===== src/rtl/aes_key_schedule_seq.sv =====
// Sequential FIPS-197 key expansion for AES-128/192/256. Emits one schedule
// word per clock, fills a round-key store, and serves 128-bit round keys from a registered read port.

module aes_sbox (
    input  logic [7:0] a_i,
    output logic [7:0] y_o
);
    localparam logic [0:255][7:0] SBOX = {
        128'h637c777bf26b6fc53001672bfed7ab76,
        128'hca82c97dfa5947f0add4a2af9ca472c0,
        128'hb7fd9326363ff7cc34a5e5f171d83115,
        128'h04c723c31896059a071280e2eb27b275,
        128'h09832c1a1b6e5aa0523bd6b329e32f84,
        128'h53d100ed20fcb15b6acbbe394a4c58cf,
        128'hd0efaafb434d338545f9027f503c9fa8,
        128'h51a3408f929d38f5bcb6da2110fff3d2,
        128'hcd0c13ec5f974417c4a77e3d645d1973,
        128'h60814fdc222a908846eeb814de5e0bdb,
        128'he0323a0a4906245cc2d3ac629195e479,
        128'he7c8376d8dd54ea96c56f4ea657aae08,
        128'hba78252e1ca6b4c6e8dd741f4bbd8b8a,
        128'h703eb5664803f60e613557b986c11d9e,
        128'he1f8981169d98e949b1e87e9ce5528df,
        128'h8ca1890dbfe6426841992d0fb054bb16
    };

    assign y_o = SBOX[a_i];
endmodule

module aes_key_schedule_seq #(
    parameter int MAX_NK = 8
) (
    input  logic                  clk,
    input  logic                  rst_n,
    input  logic                  start,
    input  logic [1:0]            key_len,
    input  logic [32*MAX_NK-1:0]  key_in,
    output logic                  busy,
    output logic                  done,
    output logic                  key_ready,
    output logic                  err,
    output logic                  rk_valid,
    output logic [31:0]           rk_word,
    output logic [5:0]            rk_index,
    input  logic [3:0]            rd_round,
    output logic [127:0]          rd_key
);
    localparam int DEPTH = 4 * (MAX_NK + 7);

    typedef enum logic [1:0] {IDLE, LOAD, EXPAND, DONE} state_e;

    state_e            state_q, state_d;
    logic [5:0]        idx_q, idx_d;
    logic [2:0]        ph_q, ph_d;
    logic [3:0]        nk_q, nk_d;
    logic [3:0]        nr_q, nr_d;
    logic [7:0]        rcon_q, rcon_d;
    logic [7:0][31:0]  win_q, win_d;
    logic [31:0]       rk_word_q, rk_word_d;
    logic [5:0]        rk_index_q, rk_index_d;
    logic              rk_valid_q, rk_valid_d;
    logic              done_q, done_d;
    logic              err_q, err_d;
    logic              key_ready_q, key_ready_d;
    logic [127:0]      rd_key_q;
    logic [31:0]       store_q [DEPTH];

    logic              wr_en;
    logic [5:0]        wr_addr;
    logic [31:0]       wr_data;

    logic [0:MAX_NK-1][31:0] key_w;
    logic [3:0]        nk_in;
    logic              legal;
    logic [5:0]        last_idx;
    logic [2:0]        old_sel, load_sel;
    logic [31:0]       prev_w, old_w, rot_w, sb_in, sb_out, temp_w, new_w;
    logic [5:0]        ra;

    function automatic logic [7:0] xtime(input logic [7:0] b);
        return {b[6:0], 1'b0} ^ (b[7] ? 8'h1b : 8'h00);
    endfunction

    assign key_w = key_in;

    always_comb begin
        case (key_len)
            2'd0:    nk_in = 4'd4;
            2'd1:    nk_in = 4'd6;
            default: nk_in = 4'd8;
        endcase
    end

    assign legal    = (key_len != 2'd3) && (int'(nk_in) <= MAX_NK);
    assign last_idx = 6'({nk_q, 2'b00}) + 6'd28;

    // Window keeps w[i-1] at slot 7 and w[i-Nk] at slot 8-Nk.
    assign old_sel  = 3'(4'd8 - nk_q);
    assign load_sel = 3'(4'd8 - nk_q + idx_q[3:0]);
    assign prev_w   = win_q[7];
    assign old_w    = win_q[old_sel];
    assign rot_w    = {prev_w[23:0], prev_w[31:24]};
    assign sb_in    = (ph_q == 3'd0) ? rot_w : prev_w;

    for (genvar b = 0; b < 4; b++) begin : g_sbox
        aes_sbox u_sbox (
            .a_i (sb_in[8*b +: 8]),
            .y_o (sb_out[8*b +: 8])
        );
    end

    always_comb begin
        temp_w = prev_w;
        if (ph_q == 3'd0)
            temp_w = sb_out ^ {rcon_q, 24'h0};
        else if (nk_q == 4'd8 && ph_q == 3'd4)
            temp_w = sb_out;
    end

    assign new_w = old_w ^ temp_w;

    always_comb begin
        state_d     = state_q;
        idx_d       = idx_q;
        ph_d        = ph_q;
        nk_d        = nk_q;
        nr_d        = nr_q;
        rcon_d      = rcon_q;
        win_d       = win_q;
        rk_word_d   = rk_word_q;
        rk_index_d  = rk_index_q;
        rk_valid_d  = 1'b0;
        done_d      = 1'b0;
        err_d       = 1'b0;
        key_ready_d = key_ready_q;
        wr_en       = 1'b0;
        wr_addr     = idx_q;
        wr_data     = new_w;
        case (state_q)
            IDLE, DONE: begin
                if (start) begin
                    if (legal) begin
                        state_d     = LOAD;
                        nk_d        = nk_in;
                        nr_d        = nk_in + 4'd6;
                        rcon_d      = 8'h01;
                        ph_d        = 3'd0;
                        idx_d       = 6'd1;
                        for (int j = 0; j < 8; j++) begin
                            win_d[j] = '0;
                            for (int k = 0; k < MAX_NK; k++)
                                if (k + 8 - int'(nk_in) == j) win_d[j] = key_w[k];
                        end
                        rk_word_d   = key_w[0];
                        rk_index_d  = 6'd0;
                        rk_valid_d  = 1'b1;
                        key_ready_d = 1'b0;
                        wr_en       = 1'b1;
                        wr_addr     = 6'd0;
                        wr_data     = key_w[0];
                    end else begin
                        err_d = 1'b1;
                    end
                end
            end
            LOAD: begin
                rk_word_d  = win_q[load_sel];
                rk_index_d = idx_q;
                rk_valid_d = 1'b1;
                wr_en      = 1'b1;
                wr_data    = win_q[load_sel];
                idx_d      = idx_q + 6'd1;
                if (idx_q == 6'(nk_q) - 6'd1) state_d = EXPAND;
            end
            EXPAND: begin
                if (idx_q == last_idx) begin
                    state_d     = DONE;
                    done_d      = 1'b1;
                    key_ready_d = 1'b1;
                end else begin
                    rk_word_d  = new_w;
                    rk_index_d = idx_q;
                    rk_valid_d = 1'b1;
                    wr_en      = 1'b1;
                    idx_d      = idx_q + 6'd1;
                    win_d      = {new_w, win_q[7:1]};
                    ph_d       = (ph_q == 3'(nk_q - 4'd1)) ? 3'd0 : ph_q + 3'd1;
                    if (ph_q == 3'd0) rcon_d = xtime(rcon_q);
                end
            end
            default: state_d = IDLE;
        endcase
    end

    always_ff @(posedge clk) begin
        if (!rst_n) begin
            state_q     <= IDLE;
            idx_q       <= '0;
            ph_q        <= '0;
            nk_q        <= 4'd4;
            nr_q        <= 4'd10;
            rk_word_q   <= '0;
            rk_index_q  <= '0;
            rk_valid_q  <= 1'b0;
            done_q      <= 1'b0;
            err_q       <= 1'b0;
            key_ready_q <= 1'b0;
        end else begin
            state_q     <= state_d;
            idx_q       <= idx_d;
            ph_q        <= ph_d;
            nk_q        <= nk_d;
            nr_q        <= nr_d;
            rk_word_q   <= rk_word_d;
            rk_index_q  <= rk_index_d;
            rk_valid_q  <= rk_valid_d;
            done_q      <= done_d;
            err_q       <= err_d;
            key_ready_q <= key_ready_d;
        end
    end

    always_ff @(posedge clk) begin
        rcon_q <= rcon_d;
        win_q  <= win_d;
        if (wr_en) store_q[wr_addr] <= wr_data;
    end

    // Round keys only become visible once the whole schedule is in the store.
    assign ra = {rd_round, 2'b00};

    always_ff @(posedge clk) begin
        if (!rst_n)
            rd_key_q <= '0;
        else if (key_ready_q && rd_round <= nr_q)
            rd_key_q <= {store_q[ra], store_q[{rd_round, 2'b01}],
                         store_q[{rd_round, 2'b10}], store_q[{rd_round, 2'b11}]};
        else
            rd_key_q <= '0;
    end

    assign busy      = (state_q == LOAD) || (state_q == EXPAND);
    assign done      = done_q;
    assign key_ready = key_ready_q;
    assign err       = err_q;
    assign rk_valid  = rk_valid_q;
    assign rk_word   = rk_word_q;
    assign rk_index  = rk_index_q;
    assign rd_key    = rd_key_q;
endmodule

===== config.mk =====
export PLATFORM = sky130hd
export DESIGN_NAME = aes_key_schedule_seq
export DESIGN_NICKNAME = d
export VERILOG_FILES = /design/src/rtl/aes_key_schedule_seq.sv
export SDC_FILE = /design/constraint.sdc
export NUM_CORES = 2
export LEC_CHECK = 0
export ABC_AREA = 1
export BUFFER_PORTS_ARGS = -buffer_cell sky130_fd_sc_hd__buf_4
export CAP_MARGIN = 10
export CORE_MARGIN = 1.5
export CORE_UTILIZATION = 30
export DETAILED_ROUTE_END_ITERATION = 7
export SYNTH_ARGS = -nofsm -noshare
export SYNTH_HDL_FRONTEND = slang
export SYNTH_SLANG_ARGS = --single-unit

===== constraint.sdc =====
create_clock -name clk -period 36.5 [get_ports clk]
set_clock_uncertainty 0.2 [all_clocks]
set_input_delay 10.95 -clock clk [delete_from_list [all_inputs] [get_ports clk]]
set_output_delay 10.95 -clock clk [all_outputs]
set_load 0.005 [all_outputs]

### Word-level counts from Yosys, hierarchy flattened

Memory sizes are Yosys's and may differ from the RTL's. A register that Yosys moved wholly into a read port is not among the register bits.
Index checks and enable logic that the tools add are counted.

* $add $sub $neg: 16
* order comparisons: 8
* equality and inequality tests: 72
* multiplexer cells: 130
* bitwise operators: 7
* reductions and logical operators: 30

Operators with widths (count)
* $mux 32: 74
* $mux 256: 3
* $pmux 256 s2: 1
* $logic_not 32->1: 8
* $bmux 32 s3: 2
* $eq 5x4->1 const B: 32
* $mux 8: 12
* $pmux 32 s3: 1
* $eq 5x3->1 const B: 16
* $pmux 32 s2: 1
* $xor 32x32->32: 2
* $mux 6: 9
* $eq 5x2->1 const B: 8
* $sub 4x4->5 const A: 8
* $ge 9x9->1 const B: 4
* $not 8->9: 4
* $pmux 6 s3: 2
* $pmux 8 s2: 1
* $ne 2x2->1 const B: 7
* $eq 6x6->1: 2
* $mux 3: 4
* $reduce_and 4->1: 3
* $mux 1: 10
* $reduce_and 3->1: 3
* other kinds (33): 46

* bits in registers: 325
* bits in writable memories: 1920
* memory bits (read-only): 8192
* memories: 5

Memory list
* (no name shown): words 256, bits a word 8, read ports 1, clocked after memory_dff 0, wr ports 0, RTL line 27 `assign y_o = SBOX[a_i];`
* (no name shown): words 256, bits a word 8, read ports 1, clocked after memory_dff 0, wr ports 0, RTL line 27
* (no name shown): words 256, bits a word 8, read ports 1, clocked after memory_dff 0, wr ports 0, RTL line 27
* (no name shown): words 256, bits a word 8, read ports 1, clocked after memory_dff 0, wr ports 0, RTL line 27
* store_q: words 60, bits a word 32, read ports 4, clocked after memory_dff 4, wr ports 1, RTL line 66 `logic [31:0] store_q [DEPTH];`

### Depth between registers and ports, before layout

* depth after elaboration: 15
* gate-level depth with buffers: 27

### Modules after synthesis

From an unflattened synthesis, not the netlist that was laid out.

* cell total of the unflattened synthesis: 11502
* area, all modules: 112016.2 µm²

Modules (own cells, without submodules)
* aes_key_schedule_seq: instances 1, cells each 8956, area each 99878.3 µm², seq. area each 69326.5 µm²
* aes_sbox (g_sbox[2].u_sbox ...): instances 2, cells each 635, area each 3093.0 µm², seq. area each 0.0 µm²
* aes_sbox (g_sbox[1].u_sbox): instances 1, cells each 630, area each 2992.9 µm², seq. area each 0.0 µm²
* aes_sbox (g_sbox[0].u_sbox): instances 1, cells each 646, area each 2959.1 µm², seq. area each 0.0 µm²

### Least setup slack after synthesis

No wires, ideal clock.

* path kind: input to register
* start point: in key_len[1]
* end point: reg rcon_q[0] (enable)
* library setup time: 0.383 ns
* arrival time: 24.559 ns
* required time: 35.917 ns
* path slack: 11.358 ns
* stages on the path: 8
* cells stage by stage: clkbuf_1 nand2_1 a21oi_1 inv_1 nand2_1 nor2_1 inv_1 a21oi_1

* word-level cells in the longest chain between the ends: 6
* elaborated cells on any way between the ends: 8

Ends and longest elaborated chain
* start: declaration: RTL line 36 `input logic [1:0] key_len,`
* $eq 2x1->1 or $logic_not 2->1 (tied branches): RTL line 87 `case (key_len)`
* $pmux 4 s2: RTL line 87
* $le 4x4->1: RTL line 94 `assign legal = (key_len != 2'd3) && (int'(nk_in) <= MAX_NK);`
* $logic_and 1x1->1 (*): RTL line 94
* $ne 2x2->1 (no line) (*)
* $reduce_and 5->1 (no line) (*)
* end signal: assignment: RTL line 224 `rcon_q <= rcon_d;`
* end: declaration: RTL line 57 `logic [7:0] rcon_q, rcon_d;`

Every way passes the cells marked *; elsewhere a longest branch is shown, timed or not.
A chain may end at the register's enable or synchronous reset.

### Final worst setup path

* start point: in key_len[1]
* end point: mem store_q[41][31] (enable)

* word-level cells in the longest chain between the ends: 9
* elaborated cells on any way between the ends: 14

Ends and longest elaborated chain
* $eq 2x1->1 or $logic_not 2->1 (tied branches): RTL line 87
* $pmux 4 s2: RTL line 87
* $le 4x4->1: RTL line 94
* $logic_and 1x1->1 (*): RTL line 94
* $mux 1: RTL line 142 `if (legal) begin`
* $mux 1: RTL line 141 `if (start) begin`
* $pmux 1 s3: RTL line 139 `case (state_q)`
* $mux 1: RTL line 226 `if (wr_en) store_q[wr_addr] <= wr_data;`
* $mux 1 (not written as such): RTL line 226
* end: declaration: RTL line 66

Marked as above.

==> impl_summary.txt <==
----------------------------------------------------
[Outcome]
  Result of the run ... complete, no violations

[Floorplan]
  Starting utilization of the core area ... 0.3012
  Count of pins on the block boundary ... 436
  Core area ... ~370,000 sq um
  Area of the die ... approximately 370,000 sq um
  Die Height ... 608.8 um
  Floorplan row count ... 222
  Die W ... 608.8 um

[Timing]
  Aggregate negative setup slack ... 0 ns
  Unrepaired setup endpoints after global routing ... false
  Final setup viols ... 0
  Post-route minimum period ... 14.51 ns
  Hold Worst Slack ... around 0.25 ns
  Number of hold violations in the final report ... 0
  Slew at the pin with the worst max-slew slack ... 1.220 ns
  Top achievable clock speed ... 68.93 MHz
  Final Cycle Share ... 0.3975
  Headroom to the max-slew limit ... 0.1864
  Max-slew violations ... 0

[Clock network]
  Root Driver ... sky130_fd_sc_hd__clkbuf_16
  Quantity of hold-fixing buffers added after cts ... 0
  Clk sinks ... 2,371
  Maximum level of the CTS H-tree ... 4
  Clk Latency, worst-skew pair ... 0.97 ns
  Clock Pin Slew Worst Setup and Hold Paths ... 0.06 ns
  Postcts setup bufs ... 0
  Number of buffers created by CTS ... 241
  Gates resized, CTS repair ... 0
  TritonCTS clock tree ... built
  Buffer depth of the longest clock path ... 4

[Detailed routing]
  Wire length per cell ... 25.71 um
  Sum of routed wire length over all layers ... 415.4 mm
  DR pass1 iterations ... 7
  Count of antenna-violating nets left after detailed routing ... 0
  Count of vias placed by the detailed router ... 88,740
  Total DRC errors in the routed layout ... 0
  Detailed-route vias per instance ... 5.491
  DRC violation total after the first TritonRoute iteration ... 10,960

[Global routing]
  Global-route wire length before repair ... ~590 mm
  Pin count of the biggest net entering global routing ... roughly 190
  Overall fraction of global-route tracks in use ... 0.2151
  Antenna violations before repair ... 17
  Vias in the first global route ... 83,290
  Global-route congestion overflow total ... 0

[Synth]
  Number of nets in the synthesized netlist ... between 10,000 and 15,000
  Number of warnings reported in the yosys synthesis log ... 0
  Commonest cells post-synth ... sky130_fd_sc_hd__edfxtp_1, sky130_fd_sc_hd__nand2_1, sky130_fd_sc_hd__o21ai_0
  Share of the yosys chip area belonging to registers ... 0.6298
  Count of mapped cells out of synthesis ... 11,050
  #FFs+latches synth ... 2,371
  Post-synthesis cell area ... ~110,000 sq um
  Top cells by area in the synthesized netlist ... sky130_fd_sc_hd__edfxtp_1, sky130_fd_sc_hd__nand2_1, sky130_fd_sc_hd__o21ai_0, sky130_fd_sc_hd__nand3_1, sky130_fd_sc_hd__nor2_1
  Cell taking the most area after synthesis ... sky130_fd_sc_hd__edfxtp_1
  Proportion of netlist area held by the largest area contributor ... 0.5957
  Number of different library cells in the post-synthesis netlist ... 46
  Cell with the most instances after synthesis ... sky130_fd_sc_hd__edfxtp_1
  Ys flop type ... sky130_fd_sc_hd__edfxtp_1
  Synthesized area per cell ... 9.963 sq um
  Asr flop ratio synth ... 0
  Number of synthesized flops with an enable pin ... 2,184

[Critical path]
  Worst Setup End Kind ... flop
  Critical path type ... primary input to flop
  Data arrival time of the critical path ... 14.86 ns
  Maximum fanout along the worst path ... 33
  Sort of element at the start of the critical path ... primary input
  Crit path required time ... around 37 ns

[Cells and area]
  Area grow syn2layout ... 15.05%
  Filler cell count ... 36,750
  Proportion of layout cells with a drive suffix above 1 ... 0.1061
  Total number of nets in the final design ... 11,440

[Placement]
  HPWL after detailed placement ... between 200 and 250 mm
  RePlAce Congestion ... 0.9512
  Number of buffers inserted by port buffering ... 435

[Min path]
  Hold/Removal Path Class ... flop to flop

[Pwr]
  Cell Pwr Density ... 111.3 nW/um^2
  Maximum ir drop on the vdd rail ... 0.1395 mV
  Leak Pwr ... around 45 nW

[Flow run]
  Total of max-cap violations ... 0

----------------------------------------------------
-- worst max-delay path, cell delays in order --
cell and delay [ns]:
sky130_fd_sc_hd__buf_4 0.31, sky130_fd_sc_hd__nand2_1 0.21, sky130_fd_sc_hd__nand3_4 0.10, sky130_fd_sc_hd__buf_4 0.67, sky130_fd_sc_hd__nand2_1 0.40, sky130_fd_sc_hd__inv_1 0.31, sky130_fd_sc_hd__nand3_1 0.62, sky130_fd_sc_hd__nor2_4 0.77
sky130_fd_sc_hd__buf_4 0.41
-- registers in the layout (all words and copies together) (netlist names) --
register,cells
key_ready,1
done,1
nk_q,3
err,1
state_q,2
nr_q,3
ph_q,3
store_q,1920
rd_key,128
rk_word,32
rk_valid,1
idx_q,6
win_q,224
rcon_q,8
rk_index,6
prev_w,32
-- layer usage --
metal	vias up	wire [um]	GRT usage
met5	-	27	0
met4	4	22110	0.1028
met3	856	33850	0.03293
met2	4367	190700	0.3452
met1	43680	168700	0.2846
li1	39830	-	-
-- cells by family after synthesis --
kind of cell    after synthesis  share of synthesized area
buf+inv                    1385                    0.04912
compound gates             2812                     0.1493
simple gates               4431                     0.1663
flops                      2371                     0.6298
xor+xnor                      5                  0.0003979
fa+ha+maj                    45                   0.005115
-- final cells by class --
cell class | count | area [sq um] | share of cell area
inverters | 578 | 2203 | 0.01740
repair buffers | 647 | 4975 | 0.03928
diodes | 10 | 25.02 | 0.0001976
clock buffers | 335 | 6650 | 0.05251
multi-input cells | 7293 | 36420 | 0.2875
well taps | 4816 | 6026 | 0.04758
flip-flops and latches | 2371 | 69330 | 0.5474
clock inverters | 110 | 1025 | 0.008091
-- through the flow --
step	util	total power, mW	cells	cell area (sq um)	worst slack (ns)
2_1_floorplan	-	8.769	11050	110100	11.36
3_3_place_gp	0.3254	11.60	15710	119000	21.19
3_5_place_dp	0.3254	11.55	15710	119000	21.13
4_1_cts	0.3464	13.98	16150	126600	22.14
5_1_grt	0.3464	14.73	16160	126600	21.73
6_report	0.3465	14.10	16160	126700	21.99
-- cell usage in the layout, fill, tap and decap left out, types with 16 or more instances in the layout --
master,n
sky130_fd_sc_hd__a31oi_1,39
sky130_fd_sc_hd__clkinv_2,42
sky130_fd_sc_hd__clkbuf_1,73
sky130_fd_sc_hd__edfxtp_1,2184
sky130_fd_sc_hd__a311oi_1,95
sky130_fd_sc_hd__o21ai_0,1178
sky130_fd_sc_hd__clkinv_1,39
sky130_fd_sc_hd__buf_4,636
sky130_fd_sc_hd__inv_1,535
sky130_fd_sc_hd__nand3_1,1176
sky130_fd_sc_hd__o22ai_1,312
sky130_fd_sc_hd__inv_2,28
sky130_fd_sc_hd__nor2_1,1080
sky130_fd_sc_hd__o221ai_1,86
sky130_fd_sc_hd__dfxtp_1,185
sky130_fd_sc_hd__clkbuf_8,16
sky130_fd_sc_hd__a21oi_1,605
sky130_fd_sc_hd__ha_1,42
sky130_fd_sc_hd__a32oi_1,32
sky130_fd_sc_hd__nand2_1,2029
sky130_fd_sc_hd__o211ai_1,306
sky130_fd_sc_hd__nor2_4,58
sky130_fd_sc_hd__o221ai_4,16
sky130_fd_sc_hd__clkbuf_16,246
sky130_fd_sc_hd__o21ai_1,36
sky130_fd_sc_hd__o21ai_4,21
sky130_fd_sc_hd__nand2_2,36
sky130_fd_sc_hd__a211oi_1,46
-- worst paths after layout --
path	depth (start not counted)	slack, ns	end	start
max	9	21.99	store_q[41][31]	key_len[1]
min reg2reg	2	0.25	nr_q[3]	nr_q[3]
max reg2reg	15	30.05	store_q[45][2]	nk_q[1]
min	2	0.25	nr_q[3]	nr_q[3]
-- power by group --
group	leakage (nW)	internal [mW]	switching (mW)
logic	19.5	1.50	5.51
clock network	3.73	1.35	1.08
registers	21.5	4.50	0.162
total	44.7	7.35	6.75
No activity file was read; power rests on OpenSTA's default activity.
